--- config.mk ---
export PLATFORM = sky130hd
export DESIGN_NAME = ai_ram_port_arbiter_flat
export DESIGN_NICKNAME = d
export VERILOG_FILES = /design/src/rtl/ai_ram_port_arbiter_if.sv /design/src/rtl/ai_ram_port_arbiter.sv /design/src/flat_wrapper.sv
export SDC_FILE = /design/constraint.sdc
export NUM_CORES = 1
export LEC_CHECK = 0
export CORE_ASPECT_RATIO = 1.2
export CORE_UTILIZATION = 45
export DETAILED_ROUTE_END_ITERATION = 16
export DONT_BUFFER_PORTS = 1
export MAX_ROUTING_LAYER = met4
export PLACE_DENSITY = 0.62
export SETUP_SLACK_MARGIN = 0.4
export SKIP_LAST_GASP = 1
export SYNTH_ARGS = -nofsm -noshare
export SYNTH_HDL_FRONTEND = slang
export SYNTH_SLANG_ARGS = --single-unit
--- constraint.sdc ---
create_clock -name clk -period 2 [get_ports clk]
set_input_delay 0.2 -clock clk [delete_from_list [all_inputs] [get_ports clk]]
set_output_delay 0.2 -clock clk [all_outputs]
set_load 0.05 [all_outputs]
--- src/rtl/ai_ram_port_arbiter_if.sv ---
// Bus bundle between the four requesters, the arbiter and the dual-port sector RAM.
interface ai_ram_port_arbiter_if #(
  parameter int unsigned ADDR_W = 13,
  parameter int unsigned DATA_W = 8
);
  logic              avs_read;
  logic              avs_write;
  logic [ADDR_W-1:0] avs_address;
  logic [DATA_W-1:0] avs_writedata;
  logic              avs_waitrequest;
  logic [DATA_W-1:0] avs_readdata;
  logic              avs_readdatavalid;

  logic              dma_write;
  logic [ADDR_W-1:0] dma_addr;
  logic [DATA_W-1:0] dma_data;
  logic              dma_ready;

  logic              rd0_req;
  logic [ADDR_W-1:0] rd0_addr;
  logic              rd0_grant;
  logic              rd0_valid;
  logic [DATA_W-1:0] rd0_data;

  logic              rd1_req;
  logic [ADDR_W-1:0] rd1_addr;
  logic              rd1_grant;
  logic              rd1_valid;
  logic [DATA_W-1:0] rd1_data;

  logic [ADDR_W-1:0] ram_addr_a;
  logic [DATA_W-1:0] ram_data_a;
  logic              ram_wren_a;
  logic [DATA_W-1:0] ram_q_a;
  logic [ADDR_W-1:0] ram_addr_b;
  logic [DATA_W-1:0] ram_data_b;
  logic              ram_wren_b;
  logic [DATA_W-1:0] ram_q_b;

  // Arbiter side.
  modport slave (
    input  avs_read, avs_write, avs_address, avs_writedata,
    output avs_waitrequest, avs_readdata, avs_readdatavalid,
    input  dma_write, dma_addr, dma_data,
    output dma_ready,
    input  rd0_req, rd0_addr,
    output rd0_grant, rd0_valid, rd0_data,
    input  rd1_req, rd1_addr,
    output rd1_grant, rd1_valid, rd1_data,
    output ram_addr_a, ram_data_a, ram_wren_a,
    input  ram_q_a,
    output ram_addr_b, ram_data_b, ram_wren_b,
    input  ram_q_b
  );

  // Requester / RAM side.
  modport master (
    output avs_read, avs_write, avs_address, avs_writedata,
    input  avs_waitrequest, avs_readdata, avs_readdatavalid,
    output dma_write, dma_addr, dma_data,
    input  dma_ready,
    output rd0_req, rd0_addr,
    input  rd0_grant, rd0_valid, rd0_data,
    output rd1_req, rd1_addr,
    input  rd1_grant, rd1_valid, rd1_data,
    input  ram_addr_a, ram_data_a, ram_wren_a,
    output ram_q_a,
    input  ram_addr_b, ram_data_b, ram_wren_b,
    output ram_q_b
  );
endinterface

--- src/rtl/ai_ram_port_arbiter.sv ---
// Two-port arbiter for one dual-port AI sector RAM (1-cycle registered read).
// Port A: Avalon host vs reader 0 with a starvation guard on reader 0.
// Port B: DMA writer vs reader 1, round-robin, with host/DMA write-collision stall.
module ai_ram_port_arbiter #(
  parameter int unsigned ADDR_W   = 13,
  parameter int unsigned DATA_W   = 8,
  parameter int unsigned MAX_WAIT = 4
) (
  input  logic                 clk,
  input  logic                 rst,
  ai_ram_port_arbiter_if.slave bus
);
  localparam int unsigned CNT_W = 4;

  typedef enum logic {A_HOST = 1'b0, A_RD0 = 1'b1} a_state_e;

  a_state_e          a_state_q;
  logic [CNT_W-1:0]  wait_cnt_q;
  logic              b_pref_dma_q;
  logic [ADDR_W-1:0] addr_a_q, addr_b_q;
  logic              avs_rvalid_q, rd0_valid_q, rd1_valid_q;
  logic [DATA_W-1:0] avs_rdata_q, rd0_rdata_q, rd1_rdata_q;

  logic              host_req, host_wr, rd0_req, dma_req, rd1_req;
  logic              host_gnt, rd0_gnt, dma_win, dma_gnt, rd1_gnt, wr_collide;
  logic [ADDR_W-1:0] addr_a_c, addr_b_c;
  logic [DATA_W-1:0] data_a_c, data_b_c;
  logic              wren_a_c, wren_b_c;
  logic [DATA_W-1:0] avs_rdata_c, rd0_rdata_c, rd1_rdata_c;

  // Winner selection and RAM strobes; every request is masked while in reset.
  always_comb begin
    host_req   = rst & (bus.avs_read | bus.avs_write);
    host_wr    = rst & bus.avs_write;  // read+write together is handled as a write
    rd0_req    = rst & bus.rd0_req;
    dma_req    = rst & bus.dma_write;
    rd1_req    = rst & bus.rd1_req;

    host_gnt   = host_req & ~(rd0_req & (a_state_q == A_RD0));
    rd0_gnt    = rd0_req & ~(host_req & (a_state_q == A_HOST));

    dma_win    = dma_req & (b_pref_dma_q | ~rd1_req);
    wr_collide = host_gnt & host_wr & dma_win & (bus.avs_address == bus.dma_addr);
    dma_gnt    = dma_win & ~wr_collide;
    rd1_gnt    = rd1_req & ~dma_gnt;

    addr_a_c   = addr_a_q;
    if (host_gnt) begin
      addr_a_c = bus.avs_address;
    end else if (rd0_gnt) begin
      addr_a_c = bus.rd0_addr;
    end
    wren_a_c   = host_gnt & host_wr;
    data_a_c   = wren_a_c ? bus.avs_writedata : '0;

    addr_b_c   = addr_b_q;
    if (dma_gnt) begin
      addr_b_c = bus.dma_addr;
    end else if (rd1_gnt) begin
      addr_b_c = bus.rd1_addr;
    end
    wren_b_c   = dma_gnt;
    data_b_c   = dma_gnt ? bus.dma_data : '0;

    avs_rdata_c = avs_rvalid_q ? bus.ram_q_a : avs_rdata_q;
    rd0_rdata_c = rd0_valid_q  ? bus.ram_q_a : rd0_rdata_q;
    rd1_rdata_c = rd1_valid_q  ? bus.ram_q_b : rd1_rdata_q;
  end

  // Port A guard FSM, port B round-robin, address hold and read-valid pipeline.
  always_ff @(posedge clk) begin
    if (!rst) begin
      a_state_q    <= A_HOST;
      wait_cnt_q   <= '0;
      b_pref_dma_q <= 1'b1;
      addr_a_q     <= '0;
      addr_b_q     <= '0;
      avs_rvalid_q <= 1'b0;
      rd0_valid_q  <= 1'b0;
      rd1_valid_q  <= 1'b0;
      avs_rdata_q  <= '0;
      rd0_rdata_q  <= '0;
      rd1_rdata_q  <= '0;
    end else begin
      addr_a_q     <= addr_a_c;
      addr_b_q     <= addr_b_c;
      avs_rvalid_q <= host_gnt & ~host_wr;
      rd0_valid_q  <= rd0_gnt;
      rd1_valid_q  <= rd1_gnt;
      avs_rdata_q  <= avs_rdata_c;
      rd0_rdata_q  <= rd0_rdata_c;
      rd1_rdata_q  <= rd1_rdata_c;

      case (a_state_q)
        A_HOST: begin
          if (rd0_gnt) begin
            wait_cnt_q <= '0;
          end else if (rd0_req) begin
            wait_cnt_q <= wait_cnt_q + CNT_W'(1);
            if (wait_cnt_q + CNT_W'(1) == CNT_W'(MAX_WAIT)) begin
              a_state_q <= A_RD0;
            end
          end
        end
        A_RD0: begin
          if (rd0_gnt) begin
            wait_cnt_q <= '0;
            a_state_q  <= A_HOST;
          end
        end
        default: a_state_q <= A_HOST;
      endcase

      // A collision-forced outcome leaves the round-robin pointer untouched.
      if (!wr_collide) begin
        if (dma_gnt) begin
          b_pref_dma_q <= 1'b0;
        end else if (rd1_gnt) begin
          b_pref_dma_q <= 1'b1;
        end
      end
    end
  end

  assign bus.avs_waitrequest   = host_req & ~host_gnt;
  assign bus.avs_readdatavalid = avs_rvalid_q;
  assign bus.avs_readdata      = avs_rdata_c;
  assign bus.dma_ready         = dma_gnt;
  assign bus.rd0_grant         = rd0_gnt;
  assign bus.rd0_valid         = rd0_valid_q;
  assign bus.rd0_data          = rd0_rdata_c;
  assign bus.rd1_grant         = rd1_gnt;
  assign bus.rd1_valid         = rd1_valid_q;
  assign bus.rd1_data          = rd1_rdata_c;
  assign bus.ram_addr_a        = addr_a_c;
  assign bus.ram_data_a        = data_a_c;
  assign bus.ram_wren_a        = wren_a_c;
  assign bus.ram_addr_b        = addr_b_c;
  assign bus.ram_data_b        = data_b_c;
  assign bus.ram_wren_b        = wren_b_c;
endmodule

--- src/flat_wrapper.sv ---
// flat-port wrapper written by rule: the top's interface ports become plain ports
module ai_ram_port_arbiter_flat 
#(
  parameter int unsigned ADDR_W   = 13,
  parameter int unsigned DATA_W   = 8,
  parameter int unsigned MAX_WAIT = 4
)
  (clk, rst, bus_avs_read, bus_avs_write, bus_avs_address, bus_avs_writedata, bus_avs_waitrequest, bus_avs_readdata, bus_avs_readdatavalid, bus_dma_write, bus_dma_addr, bus_dma_data, bus_dma_ready, bus_rd0_req, bus_rd0_addr, bus_rd0_grant, bus_rd0_valid, bus_rd0_data, bus_rd1_req, bus_rd1_addr, bus_rd1_grant, bus_rd1_valid, bus_rd1_data, bus_ram_addr_a, bus_ram_data_a, bus_ram_wren_a, bus_ram_q_a, bus_ram_addr_b, bus_ram_data_b, bus_ram_wren_b, bus_ram_q_b);
  ai_ram_port_arbiter_if #(.ADDR_W(ADDR_W), .DATA_W(DATA_W)) bus_i ();
  input  logic clk;
  input  logic rst;
  input wire logic [$bits(bus_i.avs_read)-1:0] bus_avs_read;
  input wire logic [$bits(bus_i.avs_write)-1:0] bus_avs_write;
  input wire logic [$bits(bus_i.avs_address)-1:0] bus_avs_address;
  input wire logic [$bits(bus_i.avs_writedata)-1:0] bus_avs_writedata;
  output wire logic [$bits(bus_i.avs_waitrequest)-1:0] bus_avs_waitrequest;
  output wire logic [$bits(bus_i.avs_readdata)-1:0] bus_avs_readdata;
  output wire logic [$bits(bus_i.avs_readdatavalid)-1:0] bus_avs_readdatavalid;
  input wire logic [$bits(bus_i.dma_write)-1:0] bus_dma_write;
  input wire logic [$bits(bus_i.dma_addr)-1:0] bus_dma_addr;
  input wire logic [$bits(bus_i.dma_data)-1:0] bus_dma_data;
  output wire logic [$bits(bus_i.dma_ready)-1:0] bus_dma_ready;
  input wire logic [$bits(bus_i.rd0_req)-1:0] bus_rd0_req;
  input wire logic [$bits(bus_i.rd0_addr)-1:0] bus_rd0_addr;
  output wire logic [$bits(bus_i.rd0_grant)-1:0] bus_rd0_grant;
  output wire logic [$bits(bus_i.rd0_valid)-1:0] bus_rd0_valid;
  output wire logic [$bits(bus_i.rd0_data)-1:0] bus_rd0_data;
  input wire logic [$bits(bus_i.rd1_req)-1:0] bus_rd1_req;
  input wire logic [$bits(bus_i.rd1_addr)-1:0] bus_rd1_addr;
  output wire logic [$bits(bus_i.rd1_grant)-1:0] bus_rd1_grant;
  output wire logic [$bits(bus_i.rd1_valid)-1:0] bus_rd1_valid;
  output wire logic [$bits(bus_i.rd1_data)-1:0] bus_rd1_data;
  output wire logic [$bits(bus_i.ram_addr_a)-1:0] bus_ram_addr_a;
  output wire logic [$bits(bus_i.ram_data_a)-1:0] bus_ram_data_a;
  output wire logic [$bits(bus_i.ram_wren_a)-1:0] bus_ram_wren_a;
  input wire logic [$bits(bus_i.ram_q_a)-1:0] bus_ram_q_a;
  output wire logic [$bits(bus_i.ram_addr_b)-1:0] bus_ram_addr_b;
  output wire logic [$bits(bus_i.ram_data_b)-1:0] bus_ram_data_b;
  output wire logic [$bits(bus_i.ram_wren_b)-1:0] bus_ram_wren_b;
  input wire logic [$bits(bus_i.ram_q_b)-1:0] bus_ram_q_b;
  assign bus_i.avs_read = bus_avs_read;
  assign bus_i.avs_write = bus_avs_write;
  assign bus_i.avs_address = bus_avs_address;
  assign bus_i.avs_writedata = bus_avs_writedata;
  assign bus_avs_waitrequest = bus_i.avs_waitrequest;
  assign bus_avs_readdata = bus_i.avs_readdata;
  assign bus_avs_readdatavalid = bus_i.avs_readdatavalid;
  assign bus_i.dma_write = bus_dma_write;
  assign bus_i.dma_addr = bus_dma_addr;
  assign bus_i.dma_data = bus_dma_data;
  assign bus_dma_ready = bus_i.dma_ready;
  assign bus_i.rd0_req = bus_rd0_req;
  assign bus_i.rd0_addr = bus_rd0_addr;
  assign bus_rd0_grant = bus_i.rd0_grant;
  assign bus_rd0_valid = bus_i.rd0_valid;
  assign bus_rd0_data = bus_i.rd0_data;
  assign bus_i.rd1_req = bus_rd1_req;
  assign bus_i.rd1_addr = bus_rd1_addr;
  assign bus_rd1_grant = bus_i.rd1_grant;
  assign bus_rd1_valid = bus_i.rd1_valid;
  assign bus_rd1_data = bus_i.rd1_data;
  assign bus_ram_addr_a = bus_i.ram_addr_a;
  assign bus_ram_data_a = bus_i.ram_data_a;
  assign bus_ram_wren_a = bus_i.ram_wren_a;
  assign bus_i.ram_q_a = bus_ram_q_a;
  assign bus_ram_addr_b = bus_i.ram_addr_b;
  assign bus_ram_data_b = bus_i.ram_data_b;
  assign bus_ram_wren_b = bus_i.ram_wren_b;
  assign bus_i.ram_q_b = bus_ram_q_b;
  ai_ram_port_arbiter #(.ADDR_W(ADDR_W), .DATA_W(DATA_W), .MAX_WAIT(MAX_WAIT)) u_core (.clk(clk), .rst(rst), .bus(bus_i));
endmodule
-- Word-level counts from Yosys, hierarchy flattened
Index checks and enable logic that the tools add are counted.
- bits in registers: 59
- bits of input ports: 91
- logic and storage cells: 66
- $add $sub $neg: 1
- eq/ne operators: 4
- multiplexer cells: 20
- bitwise logic cells: 27
- reductions and logical operators: 3
- operators with widths (cell ; number):
    13-bit two-way mux ; 4
    8-bit two-way mux ; 5
    1-bit bitwise AND ; 17
    13-bit == test ; 1
    4-bit two-way mux ; 3
    1-bit inverter ; 8
    4-bit one-hot mux with 2 select lines ; 1
    1-bit two-way mux ; 6
    4-bit by 1-bit adder with 4-bit output, second input constant ; 1
    4-bit by 3-bit == test with 1-bit output, second input constant ; 1
    2-bit AND reduction ; 2
    3-bit by 2-bit inequality test with 1-bit output, second input constant ; 1
    2-bit inequality test, second input constant ; 1
    1-bit OR ; 2
    1-bit one-hot mux with 2 select lines ; 1
    2-bit nonzero test ; 1

-- Depth between registers and ports, before layout
Gate-level depths: netlist of run 1.
- depth in word-level cells: 13
- depth in mapped cells: 8
- depth with buffers taken out: 6

-- Worst setup path after synthesis of run 1
No wires, ideal clock.
- path kind: input to register
- start: input rst
- end: register u_core.addr_a_q[3]
- setup time: 0.065 ns
- data arrival time: 2.211 ns
- data required time: 1.935 ns
- slack: -0.276 ns
- cell stages on the path: 6
- path buffers: 1
- cell sequence: buf_4 o21ai_1 nor2_2 nor2_1 a211oi_1 and2_1
- cells in the longest elaborated chain, start to end: 6
- elaborated cells on any way between the ends: 10
- classes of those cells: 2 x mux; 8 x bitwise
- ends and longest elaborated chain (element ; RTL line ; RTL):
    from (decl) ; flat_wrapper.sv:11 ; input logic rst;
    1-bit bitwise AND ; ai_ram_port_arbiter.sv:33 ; host_req = rst & (bus.avs_read | bus.avs_write);
    1-bit bitwise AND ; ai_ram_port_arbiter.sv:40 ; rd0_gnt = rd0_req & ~(host_req & (a_state_q == A_HOST));
    1-bit inverter ; ai_ram_port_arbiter.sv:40 ;
    1-bit bitwise AND ; ai_ram_port_arbiter.sv:40 ;
    13-bit two-way mux ; ai_ram_port_arbiter.sv:50 ; end else if (rd0_gnt) begin
    13-bit two-way mux (*) ; ai_ram_port_arbiter.sv:48 ; if (host_gnt) begin
    named net bus_ram_addr_a[3] ; flat_wrapper.sv:33 ; output wire logic [$bits(bus_i.ram_addr_a)-1:0] bus_ram_addr_a;
    to (signal assigned) ; ai_ram_port_arbiter.sv:85 ; addr_a_q <= addr_a_c;
    to (decl) ; ai_ram_port_arbiter.sv:20 ; logic [ADDR_W-1:0] addr_a_q, addr_b_q;
The timed path passes the listed nets; every way through them passes the cells marked *.
A chain may end at the register's enable or synchronous reset.

-- Final worst setup path of run 1
- start: register u_core.a_state_q
- end: output bus_ram_addr_b[5]
- cells in the longest elaborated chain, start to end: 12
- ends and longest elaborated chain (element ; RTL line ; RTL):
    from (decl) ; ai_ram_port_arbiter.sv:17 ; a_state_e a_state_q;
    from (signal assigned) ; ai_ram_port_arbiter.sv:73 ; a_state_q <= A_HOST;
    from (signal assigned) ; ai_ram_port_arbiter.sv:101 ; a_state_q <= A_RD0;
    from (signal assigned) ; ai_ram_port_arbiter.sv:108 ; a_state_q <= A_HOST;
    1-bit bitwise AND (*) ; ai_ram_port_arbiter.sv:39 ; host_gnt = host_req & ~(rd0_req & (a_state_q == A_RD0));
    1-bit inverter (*) ; ai_ram_port_arbiter.sv:39 ;
    1-bit bitwise AND (*) ; ai_ram_port_arbiter.sv:39 ;
    1-bit bitwise AND (*) (3 in a row) ; ai_ram_port_arbiter.sv:43 ; wr_collide = host_gnt & host_wr & dma_win & (bus.avs_address == bus.dma_addr);
    1-bit inverter (*) ; ai_ram_port_arbiter.sv:44 ; dma_gnt = dma_win & ~wr_collide;
    1-bit bitwise AND (*) ; ai_ram_port_arbiter.sv:44 ;
    1-bit inverter ; ai_ram_port_arbiter.sv:45 ; rd1_gnt = rd1_req & ~dma_gnt;
    1-bit bitwise AND ; ai_ram_port_arbiter.sv:45 ;
    13-bit two-way mux ; ai_ram_port_arbiter.sv:59 ; end else if (rd1_gnt) begin
    13-bit two-way mux (*) ; ai_ram_port_arbiter.sv:57 ; if (dma_gnt) begin
    to (decl) ; flat_wrapper.sv:37 ; output wire logic [$bits(bus_i.ram_addr_b)-1:0] bus_ram_addr_b;
Mark *: on every way between the ends. The rest lies on a longest branch, timed or not.

==> summary.md, run 1 <==
| Metric | Value |
|---|---|
| Final nets | 458 |
| Pre-Repair DR Iteration Count | 4 |
| Slew headroom | about 55% |
| P_sw | 0.00119 W |
| Synth area leader | dfxtp_1 |
| DR vias/cell | 5.62 |
| Worst skew pair latency | 0.34 ns |
| FILL cells | just under 600 |
| Power Density | 815 nW/um^2 |
| Synth Cell Area | 3230 um^2 |
| Failing checks | negative setup slack |
| Critical Path RT | 1.80 ns |
| CTS tree | yes |
| Max-cap violations | 0 |
| Worst-path fanout max | 5 |
| Synth area leaders | dfxtp_1 37%, mux2_2 15%, and2_1 11%, mux2i_1 5.3%, nand2_1 3.5% |
| Status | finished with violations |
| Detailed router's first-iteration violation count | 99 |
| Die X | around 79 um |
| Switching Share | ~34% |
| Mapped Avg Cell Area | 9.48 um^2 |
| Vias in the first global route | around 2600 |
| Final setup viols | 23 |
| Via total after detailed routing | 2573 |
| Design area | about 4300 um^2 |
| Cells after Synth | 341 |
| Hold Path Class | in -> reg |
| Pre-CTS setup slack | roughly 0.11 ns |
| DR DRC count | 0 |
| Worst VDD drop | 0.425 mV |
| LEAKAGE | between 1.5 and 2 nW |
| Ys flop type | dfxtp_1 |
| Crit path DAT | 1.92 ns |
| Commonest non-fill, non-tap cells in the layout | 54 x dfxtp_1, 39 x and2_1, 39 x mux2_2 |
| Seq/Total Area, Yosys | 36.5% |
| Core Util, Final | 62.1% |
| HPWL reported at the end of detailed placement | 5520 um |
| Seq pwr share | a little under two fifths |
| Worst Setup End Kind | output port |
| Clk buf depth | 2 |
| Yosys warns | 0 |
| First-pass GRT wire length | 12900 um |
| EDFF count, synth | 0 |
| Die Ht | 94.8 um |
| Peak Freq | 0.472 GHz |
| Placed cell area | 3590 um^2 |
| RD Place Congestion | just over 0.8 |
| Internal | 0.00230 W |
| Layout cells sized above 1 | 42.9% |
| CTS buffer count | 9 |
| Comb pwr share | between 20 and 30% |
| DR WL/cell | 18.7 um |
| Actual slew at the worst max-slew pin | 0.663 ns |
| Clk root buf | clkbuf_8 |
| I/O pin count | 166 |
| Hold Fails Final Rpt | 0 |
| Htree depth | 3 |
| Period Utilization, post-route | 106% |
| Final TNS setup | -1.57 ns |
| Fin. max-slew vios | 0 |
| Overflow after GRT | 0 |
| Largest net degree at the start of global routing | 47 |
| Startpoint types | register |
| Post-synthesis cell type count | 41 |
| Async set or reset register ratio after synthesis | 0% |
| Row cnt | 33 |
| GRT Util Overall | 23.5% |
| Fin cells | 458 |
| Setup repair after global routing missed its margin | true |
| Clock Skews | 0.0108 ns |
| Port Buf Inserts | 0 |
| Core box area | 6900 um^2 |
| Commonest non-fill, non-tap cell in the layout | dfxtp_1 |
| Synthesized net count | approximately 430 |
| Antenna-violating nets left | 0 |
| ANT cells | 0 |
| Setup ws final | -0.118 ns |
| Initial core utilization | approximately 47% |
| WL final | between 8000 and 9000 um |
| Die area | around 7500 um^2 |
| Cell count after placement | 415 |
| Initial antenna violation count | 0 |
| Clk pwr share | 35.2% |
| Setup Crit Path Kind | reg -> out |
| Share of the synthesized area in the top cell type | 36.5% |
| Area Growth Syn to Fin | 32.6% |
| Crit path time final | 2.12 ns |
| Seq cells post-synth | 59 |
| CTS Sinks | 59 |
| Worst-path clk slew | around 0.080 ns |
-- logic make-up after synthesis --
| logic type | after synthesis | share of synthesized area, % |
|---|---|---|
| compound gates | 48 | 10.1 |
| xor+xnor | 13 | 3.52 |
| fa+ha+maj | 1 | 0.387 |
| buf+inv | 31 | 5.03 |
| flops | 59 | 36.5 |
| mux | 67 | 22.7 |
| simple gates | 122 | 21.7 |
-- state kept, by name, indices dropped and copies added, names as in the netlist --
signal / count
u_core.addr_b_q: 13
u_core.rd0_rdata_q: 8
u_core.bus.rd1_valid: 1
u_core.wait_cnt_q: 4
u_core.b_pref_dma_q: 1
u_core.bus.rd0_valid: 1
u_core.a_state_q: 1
u_core.addr_a_q: 13
u_core.rd1_rdata_q: 8
u_core.avs_rdata_q: 8
u_core.bus.avs_readdatavalid: 1
-- per-stage QoR --
step | hold WS, ns | power, W
floorplan | 0.264 | 0.00212
global placement | 0.266 | 0.00217
detailed placement | 0.267 | 0.00218
CTS | 0.00216 | 0.00350
global route | 0.00913 | 0.00362
finish | 0.0103 | 0.00349
-- cells in the mapped netlist, types with 2 or more instances --
library cell  instances
a211oi_1              2
a21boi_0              4
and2_1               55
buf_2                 5
buf_4                 2
buf_6                 4
clkbuf_1             15
dfxtp_1              59
inv_1                 4
mux2_1                8
mux2_2               42
mux2i_1              17
nand2_1              30
nand2b_1             15
nand3_1               2
nand3_2               2
nand4_1               2
nor2_1                5
nor2b_1               3
o211ai_1             14
o21ai_1              12
o22ai_1               9
xnor2_1              10
xor2_1                3
-- area by class of cell --
type | count | area, um^2 | share of cell area, %
Timing Repair inverter | 2 | 16.3 | 0.380
Inverter | 5 | 38.8 | 0.905
Tap cell | 87 | 109 | 2.54
Clock buffer | 9 | 124 | 2.89
Clock inverter | 7 | 100 | 2.34
Multi-Input combinational cell | 252 | 2280 | 53.1
Timing Repair Buffer | 37 | 425 | 9.93
Sequential cell | 59 | 1190 | 27.9
-- final timing paths --
path	end	slack, ns	from	cells past startpoint
worst max-delay path	bus_ram_addr_b[5]	-0.12	u_core.a_state_q	6
worst min-delay path	u_core.addr_b_q[6]	0.01	bus_dma_addr[6]	2
worst max register to register	u_core.addr_b_q[0]	0.24	u_core.a_state_q	9
worst min register to register	u_core.b_pref_dma_q	0.49	u_core.b_pref_dma_q	2
-- worst max-delay path, cell delays in order (launching register included) --
cell and delay [ns]:
dfxtp_2 0.33, nand2_2 0.08, nand3_4 0.08, nor4_4 0.35, a21o_4 0.23, buf_12 0.13, mux2_4 0.38
-- layer usage --
metal	routed length [um]	GRT usage [%]
met5	0	-
met2	4430	39.4
met4	142	9.85
met3	675	7.34
met1	3320	25.6
-- power groups by stage --
stage | sequential (W) | clock [W] | combinational (W)
after global placement | 0.00131 | 0 | 0.000859
after CTS | 0.00128 | 0.00126 | 0.000960
after global routing | 0.00129 | 0.00131 | 0.00102
after floorplan | 0.00130 | 0 | 0.000828
final | 0.00129 | 0.00123 | 0.000979
after detailed placement | 0.00131 | 0 | 0.000865
-- repair_timing --
item	4_1_cts	5_1_grt
hold endpoints to repair	48	0
setup buffers	11	4
setup endpoints to repair	79	52
pin swaps	12	16
gates cloned	3	1
resized for setup	44	13
hold buffers	8	0
No activity file was read; power rests on OpenSTA's default activity.
==> run 2: changes to the inputs <==
--- a/config.mk
+++ b/config.mk
@@ -5,7 +5,7 @@
 export SDC_FILE = /design/constraint.sdc
 export NUM_CORES = 1
 export LEC_CHECK = 0
-export CORE_ASPECT_RATIO = 1.2
+export CORE_ASPECT_RATIO = 0.75
 export CORE_UTILIZATION = 45
 export DETAILED_ROUTE_END_ITERATION = 16
 export DONT_BUFFER_PORTS = 1
==> summary.md, run 2 (synthesis gave the netlist of run 1 again) <==
| Metric | Value |
|---|---|
| Antenna-violating nets left | 0 (unchanged) |
| Gr busiest metal | met2 (unchanged) |
| RD Place Congestion | 0.784 (was 0.807) |
| DR DRC count | 0 (unchanged) |
| Slowest CP cell | mux2_4 (unchanged) |
| Pre-Repair DR Iteration Count | 5 (was 4) |
| Status | finished with violations (unchanged) |
| Cell count after placement | 425 (was 415) |
| Placed cell area | 3590 um^2 (about the same) |
| ANT cells | 0 (unchanged) |
| Port Buf Inserts | 0 (unchanged) |
| Layout cells sized above 1 | 41.6% (was 42.9%) |
| Setup ws final | -0.0549 ns (was -0.118 ns) |
| Row cnt | 26 (was 33) |
| Overflow after GRT | 0 (unchanged) |
| Met2 usage | 39.3% (was 39.4%) |
| DR WL/cell | 19.0 um (was 18.7 um) |
| I/O pin count | 166 (unchanged) |
| Worst skew pair latency | 0.34 ns (about the same) |
| Largest net degree at the start of global routing | 42 (was 47) |
| Worst VDD drop | 0.423 mV (was 0.425 mV) |
| Setup Crit Path Kind | reg -> out (unchanged) |
| Clock Skews | 0.00850 ns (was 0.0108 ns) |
| Core box area | 6860 um^2 (was 6900 um^2) |
| Design area | 4200 um^2 (was 4280 um^2) |
| Crit path DAT | 1.85 ns (was 1.92 ns) |
| GRT Util Overall | 24.2% (was 23.5%) |
| Largest registers | u_core.addr_a_q x13, u_core.addr_b_q x13 (unchanged) |
| CP peak stage delay | 0.39 ns (was 0.38 ns) |
| Initial antenna violation count | 0 (unchanged) |
| WL final | 8780 um (was 8570 um) |
| CTS Sinks | 59 (unchanged) |
| Fin. max-slew vios | 0 (unchanged) |
| Critical Path, Cell by Cell | nand2_2, nand3_4, nor4_4, a21o_4, buf_12, mux2_4 (unchanged) |
| Worst hold margin | 0.00998 ns (was 0.0103 ns) |
| Critical Path RT | 1.80 ns (about the same) |
| Area Growth Syn to Fin | 30.0% (was 32.6%) |
| Htree depth | 3 (unchanged) |
| Die area | 7530 um^2 (about the same) |
| Hold Fails Final Rpt | 0 (unchanged) |
| Clk buf depth | 2 (unchanged) |
| Fin cells | 461 (was 458) |
| Detailed router's first-iteration violation count | 60 (was 99) |
| Actual slew at the worst max-slew pin | 0.610 ns (was 0.663 ns) |
| Startpoint types | register (unchanged) |
| Crit path time final | 2.05 ns (was 2.12 ns) |
| Clk root buf | clkbuf_8 (unchanged) |
| DR vias/cell | 5.57 (was 5.62) |
| Period Utilization, post-route | 103% (was 106%) |
| Final nets | 450 (was 458) |
| Hold Path Class | in -> reg (unchanged) |
| CTS tree | yes (unchanged) |
| Hold Path Cell Cnt | 2 (unchanged) |
| Setup repair after global routing missed its margin | true (unchanged) |
| CTS buffer count | 9 (unchanged) |
| Final TNS setup | -0.523 ns (was -1.57 ns) |
| Die Ht | 75.4 um (was 94.8 um) |
| GRT met1 Usage | 29.4% (was 25.6%) |
| R2r worst-path depth | 8 (was 9) |
| Peak Freq | 0.487 GHz (was 0.472 GHz) |
| Die X | 99.9 um (was 79.4 um) |
| Initial core utilization | 47.1% (was 46.9%) |
| Commonest non-fill, non-tap cells in the layout | 54 x dfxtp_1, 37 x and2_1, 37 x mux2_2 (was 54 x dfxtp_1, 39 x and2_1, 39 x mux2_2) |
| Worst path bufs/invs | 1 (unchanged) |
| HPWL reported at the end of detailed placement | 5850 um (was 5520 um) |
| Worst-path clk slew | 0.07 ns (was 0.08 ns) |
| Vias in the first global route | 2556 (was 2577) |
| Met3 Use GR | 7.61% (was 7.34%) |
| LEAKAGE | 1.66 nW (was 1.71 nW) |
| Worst path depth | 6 (unchanged) |
| Slew headroom | 59.1% (was 55.5%) |
| Via total after detailed routing | 2567 (was 2573) |
| Total power | 0.00346 W (was 0.00349 W) |
| Worst-path fanout max | 7 (was 5) |
| Failing checks | negative setup slack (unchanged) |
| Worst Setup End Kind | output port (unchanged) |
| First-pass GRT wire length | 13100 um (was 12900 um) |
| Max-cap violations | 0 (unchanged) |
| Cell family with most CP delay | simple AND/OR/NAND/NOR gates (unchanged) |
| Final setup viols | 20 (was 23) |
| Power Density | 824 nW/um^2 (was 815 nW/um^2) |
| Commonest non-fill, non-tap cell in the layout | dfxtp_1 (unchanged) |
-- run 2: repair_timing --
| action | in CTS | in global routing |
|---|---|---|
| setup endpoints to repair | 78 | 67 |
| pin swaps | 13 | 14 |
| hold buffers | 9 | 1 |
| hold endpoints to repair | 45 | 2 |
| buffers inserted | 8 | 0 |
| gates cloned | 1 | 1 |
| gates resized for setup | 30 | 19 |
-- run 2: stage by stage --
step / utilization, % / setup WS [ns]
after floorplan: - / 0.265
after global placement: 52.2 / 0.0882
after detailed placement: 52.2 / 0.0590
after CTS: 60.1 / -0.0641
after global routing: 61.2 / -0.133
final: 61.2 / -0.0549
-- run 2: routing by layer --
| layer | wire [um] | share of wire [%] | vias to the layer above |
|---|---|---|---|
| met4 | 80 | 0.91 | 0 |
| li1 | - | - | 1204 |
| met1 | 3920 | 45 | 1236 |
| met2 | 4140 | 47 | 117 |
| met5 | 0 | 0 | - |
| met3 | 639 | 7.3 | 10 |
-- run 2: cell type report --
cell class,count,area [um^2]
timing repair inverter,1,7.51
clock inverter,6,88.8
fill,593,2660
inverter,5,27.5
multi-input combinational,251,2280
sequential,59,1190
timing repair buffer,31,344
clock buffer,10,138
tap,98,123
-- run 2: worst paths after layout --
path	to	slack, ns	from
worst min-delay path	u_core.addr_b_q[4]	0.01	bus_dma_addr[4]
worst max register to register	u_core.addr_b_q[11]	0.38	u_core.a_state_q
worst max-delay path	bus_ram_addr_b[10]	-0.05	u_core.a_state_q
worst min register to register	u_core.b_pref_dma_q	0.49	u_core.b_pref_dma_q
-- run 2: report_power, final --
| group | total [W] | internal [W] | switching, W |
|---|---|---|---|
| sequential | 0.00129 | 0.00124 | 0.0000456 |
| combinational | 0.000951 | 0.000328 | 0.000622 |
| clock | 0.00123 | 0.000735 | 0.000491 |
| total | 0.00346 | 0.00230 | 0.00116 |
